<file path="config.mk">
export PLATFORM = sky130hd
export DESIGN_NAME = bsg_sipo_frame_extractor
export DESIGN_NICKNAME = d
export VERILOG_FILES = /design/src/rtl/bsg_sipo_frame_pkg.sv /design/src/rtl/bsg_sipo_frame_decode.sv /design/src/rtl/bsg_sipo_frame_extractor.sv
export SDC_FILE = /design/constraint.sdc
export NUM_CORES = 1
export LEC_CHECK = 0
export CAP_MARGIN = 10
export CORE_ASPECT_RATIO = 1.1
export CORE_UTILIZATION = 40
export CTS_CLUSTER_DIAMETER = 50
export DETAILED_ROUTE_END_ITERATION = 8
export PLACE_DENSITY = 0.92
export SKIP_CTS_REPAIR_TIMING = 1
export SLEW_MARGIN = 20
export SYNTH_ARGS = -nofsm -noshare
export SYNTH_HDL_FRONTEND = slang
export SYNTH_SLANG_ARGS = --single-unit
export TNS_END_PERCENT = 30
</file>
<file path="constraint.sdc">
create_clock -name clk_i -period 2.25 [get_ports clk_i]
set_clock_uncertainty 0.15 [all_clocks]
set_input_delay 0.45 -clock clk_i [delete_from_list [all_inputs] [get_ports clk_i]]
set_output_delay 0.45 -clock clk_i [all_outputs]
set_load 0.01 [all_outputs]
</file>
<file path="src/rtl/bsg_sipo_frame_pkg.sv">
// Shared definitions for the SIPO frame extractor: header field positions and slot state.
package bsg_sipo_frame_pkg;

    localparam int hdr_width_lp = 16;
    localparam int len_lsb_lp   = 0;

    typedef enum logic {
        eEmpty,
        eFull
    } slot_state_e;

    typedef struct packed {
        logic                    sof;
        logic [hdr_width_lp-2:0] body;
    } frame_hdr_s;

    // SOF always sits in the MSB of a header word, whatever the word width.
    function automatic int sof_pos(input int width);
        return width - 1;
    endfunction

endpackage

</file>
<file path="src/rtl/bsg_sipo_frame_decode.sv">
// Combinational header decode of the SIPO window: SOF, payload length, completeness
// and the payload shifted down past the header word.
module bsg_sipo_frame_decode
    import bsg_sipo_frame_pkg::*;
#(
    parameter int width_p     = 16,
    parameter int els_p       = 4,
    parameter int len_width_p = $clog2(els_p)
) (
    input  logic [els_p-1:0]         valid,
    input  logic [els_p*width_p-1:0] data,
    output logic                     sof,
    output logic [len_width_p-1:0]   len,
    output logic                     complete,
    output logic [els_p*width_p-1:0] payload
);

    localparam int sof_lp = sof_pos(width_p);

    logic unused_hdr_bits;

    assign sof             = data[sof_lp];
    assign len             = data[len_lsb_lp +: len_width_p];
    assign unused_hdr_bits = ^data[sof_lp-1:len_width_p];

    // Valid bits form a prefix, so the word at index L being valid means all L payload words are present.
    assign complete = valid[len];

    always_comb begin
        payload = '0;
        for (int i = 0; i < els_p - 1; i++) begin
            if (i < int'(len)) begin
                payload[i*width_p +: width_p] = data[(i+1)*width_p +: width_p];
            end
        end
    end

endmodule

</file>
<file path="src/rtl/bsg_sipo_frame_extractor.sv">
// Extracts header-delimited frames from a SIPO window into a one-entry output slot.
// Optional stall timeout enabled by defining BSG_SIPO_FRAME_EXTRACTOR_TIMEOUT_EN.
module bsg_sipo_frame_extractor
    import bsg_sipo_frame_pkg::*;
#(
    parameter int width_p      = 16,
    parameter int els_p        = 4,
    parameter int len_width_p  = $clog2(els_p),
    parameter int drop_width_p = 8,
    parameter int timeout_p    = 15
) (
    input  logic                           clk_i,
    input  logic                           reset_i,
    input  logic [els_p-1:0]               valid_i,
    input  logic [els_p*width_p-1:0]       data_i,
    output logic [$clog2(els_p+1)-1:0]     yumi_cnt_o,
    output logic                           v_o,
    output logic [els_p*width_p-1:0]       data_o,
    output logic [len_width_p-1:0]         len_o,
    input  logic                           ready_i,
    output logic [drop_width_p-1:0]        drop_cnt_o
);

    localparam int yumi_width_lp = $clog2(els_p + 1);

    slot_state_e                 state_r, state_n;
    logic [els_p*width_p-1:0]    data_r;
    logic [len_width_p-1:0]      len_r;
    logic [drop_width_p-1:0]     drop_r;

    logic                        sof;
    logic [len_width_p-1:0]      len;
    logic                        complete;
    logic [els_p*width_p-1:0]    payload;

    logic                        slot_free;
    logic                        capture;
    logic                        drop;
    logic [yumi_width_lp-1:0]    yumi;

`ifdef BSG_SIPO_FRAME_EXTRACTOR_TIMEOUT_EN
    localparam int stall_width_lp = $clog2(timeout_p + 1);
    logic [stall_width_lp-1:0]   stall_r, stall_n;
`endif

    bsg_sipo_frame_decode #(
        .width_p    (width_p),
        .els_p      (els_p),
        .len_width_p(len_width_p)
    ) decode (
        .valid   (valid_i),
        .data    (data_i),
        .sof     (sof),
        .len     (len),
        .complete(complete),
        .payload (payload)
    );

    assign slot_free = (state_r == eEmpty) || ready_i;

    always_comb begin
        yumi    = '0;
        capture = 1'b0;
        drop    = 1'b0;
        state_n = state_r;
`ifdef BSG_SIPO_FRAME_EXTRACTOR_TIMEOUT_EN
        stall_n = stall_r;
`endif
        if (state_r == eFull && ready_i) begin
            state_n = eEmpty;
        end
        if (valid_i[0]) begin
            if (!sof) begin
                yumi = yumi_width_lp'(1);
                drop = 1'b1;
            end else if (complete && slot_free) begin
                yumi    = yumi_width_lp'(len) + yumi_width_lp'(1);
                capture = 1'b1;
                state_n = eFull;
            end
`ifdef BSG_SIPO_FRAME_EXTRACTOR_TIMEOUT_EN
            // A complete frame blocked only by the slot keeps its stall count unchanged.
            else if (!complete) begin
                if (stall_r == stall_width_lp'(timeout_p - 1)) begin
                    yumi = yumi_width_lp'(1);
                    drop = 1'b1;
                end else begin
                    stall_n = stall_r + stall_width_lp'(1);
                end
            end
`endif
        end
`ifdef BSG_SIPO_FRAME_EXTRACTOR_TIMEOUT_EN
        if (!valid_i[0] || capture || drop) begin
            stall_n = '0;
        end
`endif
        if (reset_i) begin
            yumi = '0;
        end
    end

    always_ff @(posedge clk_i) begin
        if (reset_i) begin
            state_r <= eEmpty;
            data_r  <= '0;
            len_r   <= '0;
            drop_r  <= '0;
`ifdef BSG_SIPO_FRAME_EXTRACTOR_TIMEOUT_EN
            stall_r <= '0;
`endif
        end else begin
            state_r <= state_n;
            if (capture) begin
                data_r <= payload;
                len_r  <= len;
            end
            if (drop && (drop_r != '1)) begin
                drop_r <= drop_r + drop_width_p'(1);
            end
`ifdef BSG_SIPO_FRAME_EXTRACTOR_TIMEOUT_EN
            stall_r <= stall_n;
`endif
        end
    end

    assign yumi_cnt_o = yumi;
    assign v_o        = (state_r == eFull);
    assign data_o     = data_r;
    assign len_o      = len_r;
    assign drop_cnt_o = drop_r;

endmodule

</file>
* Word level (Yosys, flattened, before mapping) *
Index checks and enable logic that the tools add are counted.

word-level totals
  register bits = 59
  input port bits = 71
  output and inout bits = 78
  logic and storage cells = 34

cells by class
  $add $sub $neg = 2
  $lt $le $gt $ge = 4
  equal/unequal tests = 1
  muxes and demuxes = 18
  bitwise gates (word level) = 1
  reductions and logical operators = 4

operators by type and width
  cell                                                number
  2-to-1 mux 16 bit                                   3
  2-to-1 mux 3 bit                                    4
  2-to-1 mux 1 bit                                    10
  adder 8 x 1 -> 8 bit, second input constant         1
  inequality test 8 bit, second input constant        1
  < comparator 1 x 2 -> 1 bit, first input constant   2
  adder 2 x 1 -> 3 bit, second input constant         1
  logical AND 1 bit                                   3
  < comparator 2 x 3 -> 1 bit, second input constant  1
  binary-select mux 1 bit (select 2 bit)              1
  < comparator 2 bit, first input constant            1
  logical OR 1 bit                                    1
  NOT 1 bit                                           1

* Logic depth before layout (Yosys ltp) *
  depth after elaboration = 7
  mapped depth = 6
  gate-level depth less buffers = 5

* By module *
From an unflattened synthesis, not the netlist that was laid out.

unflattened totals
  cell total of the unflattened synthesis = 455
  area, all modules = 3927.5 um^2

by module, submodules not included
  module                    instances  cells an instance  area an instance (um^2)  seq. area each (um^2)
  bsg_sipo_frame_extractor  1          378                3399.5                   1501.4
  bsg_sipo_frame_decode     1          77                 528.0                    0.0

* Least setup slack after synthesis *
OpenSTA, ideal clock, no wires.

  path kind = in2out
  from = input ready_i
  to = output yumi_cnt_o[1]
  arrival time = 1506 ps
  required time = 1650 ps
  slack = 144 ps
  cell stages on the path = 6
  buffers on the path = 2
  path through = and2b_2 > nor3_1 > o21bai_1 > buf_6 > buf_8 > nor3b_2

between the ends
  cells in the longest elaborated chain, start to end = 6

RTL lines
  what               RTL line                        RTL
  from (decl)        bsg_sipo_frame_extractor.sv:20  input logic ready_i,
  logical OR 1 bit   bsg_sipo_frame_extractor.sv:59  assign slot_free = (state_r == eEmpty) || ready_i;
  logical AND 1 bit  bsg_sipo_frame_extractor.sv:76  end else if (complete && slot_free) begin
  2-to-1 mux 3 bit   bsg_sipo_frame_extractor.sv:76
  2-to-1 mux 3 bit   bsg_sipo_frame_extractor.sv:73  if (!sof) begin
  2-to-1 mux 3 bit   bsg_sipo_frame_extractor.sv:72  if (valid_i[0]) begin
  2-to-1 mux 3 bit   bsg_sipo_frame_extractor.sv:98  if (reset_i) begin
  to (decl)          bsg_sipo_frame_extractor.sv:16  output logic [$clog2(els_p+1)-1:0] yumi_cnt_o,

No other way between the ends.

* Worst setup path in the final report *
  from = input data_i[1]
  to = register len_r[1], in the netlist len_o[1]

between the ends
  cells in the longest elaborated chain, start to end = 6

RTL lines
  what                                    RTL line                         RTL
  from (decl)                             bsg_sipo_frame_extractor.sv:15   input logic [els_p*width_p-1:0] data_i,
  binary-select mux 1 bit (select 2 bit)  bsg_sipo_frame_decode.sv:27      assign complete = valid[len];
  2-to-1 mux 1 bit (implied by the code)  bsg_sipo_frame_decode.sv:27
  logical AND 1 bit                       bsg_sipo_frame_extractor.sv:76
  2-to-1 mux 1 bit                        bsg_sipo_frame_extractor.sv:76
  2-to-1 mux 1 bit                        bsg_sipo_frame_extractor.sv:73
  2-to-1 mux 1 bit                        bsg_sipo_frame_extractor.sv:72
  to (signal assigned)                    bsg_sipo_frame_extractor.sv:116  len_r <= len;
  to (decl)                               bsg_sipo_frame_extractor.sv:28   logic [len_width_p-1:0] len_r;

Parallel ways exist; a longest one is shown, timed or not. The select of a mux whose other input is x is not followed.
A chain may end at the register's enable or synchronous reset.

==> metrics.yaml <==
antenna_left: 0
switching_share_pct: 24.1
min_period_ns: 2.19
drcViolationCount: 0
synth_area_sq_um: 2830
multiInputGateArea_sq_um: 1450
grt_overflow: 0
yosysTopAreaCellShare_pct: 41.7
vias: 2457
grt_pass1_wl_um: 10900
r2r_setup_slack_ns: 0.16
drv_cap: 0
io_pins: 149
ff_latch_area_sq_um: 1180
portBuffers: 119
pwr-share-clk_pct: 38.3
mostFrequentLayoutCell: "clkdlybuf4s50_1"
vias_per_cell: 4.75
n_antenna_cell: 0
synth_edf_count: 0
p_comb_share_pct: 14.8
cts.root.buffer_cell: "clkbuf_8"
slowest_stage: "buf_4"
layout.nets: 505
fin_crit_sh_pct: 97.3
cts.clk_slew.worst_paths_ns: 0.06
clock_sinks: 59
p_total_w: 0.00230
ir_worst_vdd_v: 0.000393
slowest_delay_ns: 0.39
arrival_ns: 2.27
clock_latency_ns: 0.33
dr.first_iter.drc_count: 82
start_util_pct: 42.2
cp.required_ns: 2.33
ys.warnings.count: 0
die_w_um: 82.2
seqPwrFrac_pct: 46.9
end_kind: "register"
path_cells: "buf_2, buf_4, mux2i_2, nor3_2, buf_4, o21bai_4, buf_4, buf_4, mux2_2"
die_h_um: 90.2
yosys_most_used_dff: "dfxtp_1"
area_growth_pct: 50.1
cp_common_cell: "buf_4"
synth_top_area_cell: "dfxtp_1"
synthArstFlopShare_pct: 0
hpwl_um: 4780
cts_max_path_buffers: 2
maxSlewViolCount: 0
final_cell_mix: "108 x clkdlybuf4s50_1, 59 x dfxtp_1, 50 x nand2_1, 49 x nand2b_1, 49 x mux2i_1"
drive_gt1_share_pct: 10.8
tritoncts: "yes"
outcome: "finished clean"
hold_viol: 0
rsz0062_at_grt: "yes"
fill_cells: 564
antenna_found_initial: 0
grt_max_degree: 54
ys_seq_area_share_pct: 41.7
cts_buffers: 9
critPathKind: "input pin to register"
htree_levels: 3
leakage_nw: 1.92
drt_wl_total_um: 6860
critPathTopFamily: "buffers and inverters"
ys_seq_elements: 59
core_region_area_sq_um: 6710
netlist_top_cells_area: "dfxtp_1 42%, mux2i_1 18%, nand2b_1 11%, nand2_1 6.6%, buf_4 4.2%"
path_max_fanout: 28
gp_congestion: 0.764
track_usage_pct: 19.1
p_sw_w: 0.000554
die_area_sq_um: 7420
p_per_area_nw_per_um2: 542
syn_inst: 301
num_rows: 31
synth.avg_cell_area_sq_um: 9.41
crit_path_start_kind: "input pin"
setup_viol: 0
hold_path_class: "input pin to register"
avgRoutedWirePerCell_um: 13.3
first_pass_iters: 4
fmax_mhz: 457
yosysUniqueCellTypes: 37
grt_pass1_vias: 2467
power.internal_w: 0.00175
critical_path_buf_inv_count: 5
tns_ns: 0
## worst paths after layout
kind,start,to,depth (start not counted)
worst max register to register,v_o$_SDFF_PP0_,len_o[1]$_SDFFE_PP0P_,7
worst max-delay path,data_i[1],len_o[1]$_SDFFE_PP0P_,9
worst min register to register,data_o[19]$_SDFFE_PP0P_,data_o[19]$_SDFFE_PP0P_,2
worst min-delay path,reset_i,len_o[0]$_SDFFE_PP0P_,2
## power groups by stage
| stage | Clock (W) | Combinational, W | Sequential [W] |
|---|---|---|---|
| floorplan | 0 | 0.000169 | 0.00111 |
| global route | 0.000955 | 0.000368 | 0.00108 |
| global placement | 0 | 0.000331 | 0.00110 |
| detailed placement | 0 | 0.000336 | 0.00110 |
| CTS | 0.000905 | 0.000338 | 0.00108 |
| finish | 0.000882 | 0.000341 | 0.00108 |
## sequential cells by signal, summed over array words and instances, names as in the netlist
name        cells
data_o         48
drop_cnt_o      8
len_o           2
v_o             1
## metrics by stage
step           hold slack (ns)  utilization, %  worst slack (ns)  cell area [sq um]  cells
3_3_place_gp             0.307            60.1            -0.664               4030    500
4_1_cts                  0.210            62.8            -0.694               4210    515
5_1_grt                  0.226            63.3           -0.0204               4250    517
2_1_floorplan            0.344               -             0.144               2890    316
6_report                 0.233            63.3            0.0610               4250    517
3_5_place_dp             0.319            60.1            -0.666               4030    500
## final cells by class
class                           count  area share (%)
Clock buffer                       13            3.98
Clock inverter                      2           0.236
Inverter                            4           0.353
Multi-Input combinational cell    220            34.1
Sequential cell                    59            27.8
Tap cell                           82            2.41
Timing Repair Buffer              137            31.2
## worst reg2reg max path, delay by kind of cell (launching register included)
family	cells	cell delay, ns
DFF	1	0.33
buffers and inverters	3	0.68
and+or+nand+nor	2	0.27
muxes	1	0.41
AOI/OAI and AO/OA	1	0.16
## metal layers
metal	wire length (um)	global-route usage, %
met1	2850	20.8
met2	3440	32.4
met3	399	5.08
met4	168	10.8
met5	0	0
## cells in the mapped netlist (all sizes together), types with 3 or more instances
master	count
a21oi	6
buf	25
clkbuf	7
dfxtp	59
ha	3
inv	4
mux2i	51
nand2	50
nand2b	49
nand3	5
nor2	9
nor2b	3
nor3	5
o21ai	4
o21bai	3
or3	3
## logic make-up (layout without fill, tap and decap cells)
group | Yosys count | after routing | share of synthesized area, %
other | 1 | 16 | 0.132
muxes | 52 | 52 | 18.4
adders and majority gates | 3 | 3 | 1.33
buffers and inverters | 37 | 156 | 10.3
AOI/OAI and AO/OA | 14 | 14 | 2.96
DFF | 59 | 59 | 41.7
and+or+nand+nor | 133 | 133 | 24.6
xor gates and xnor gates | 2 | 2 | 0.619
Note: power is estimated with default switching activity, not from simulation.
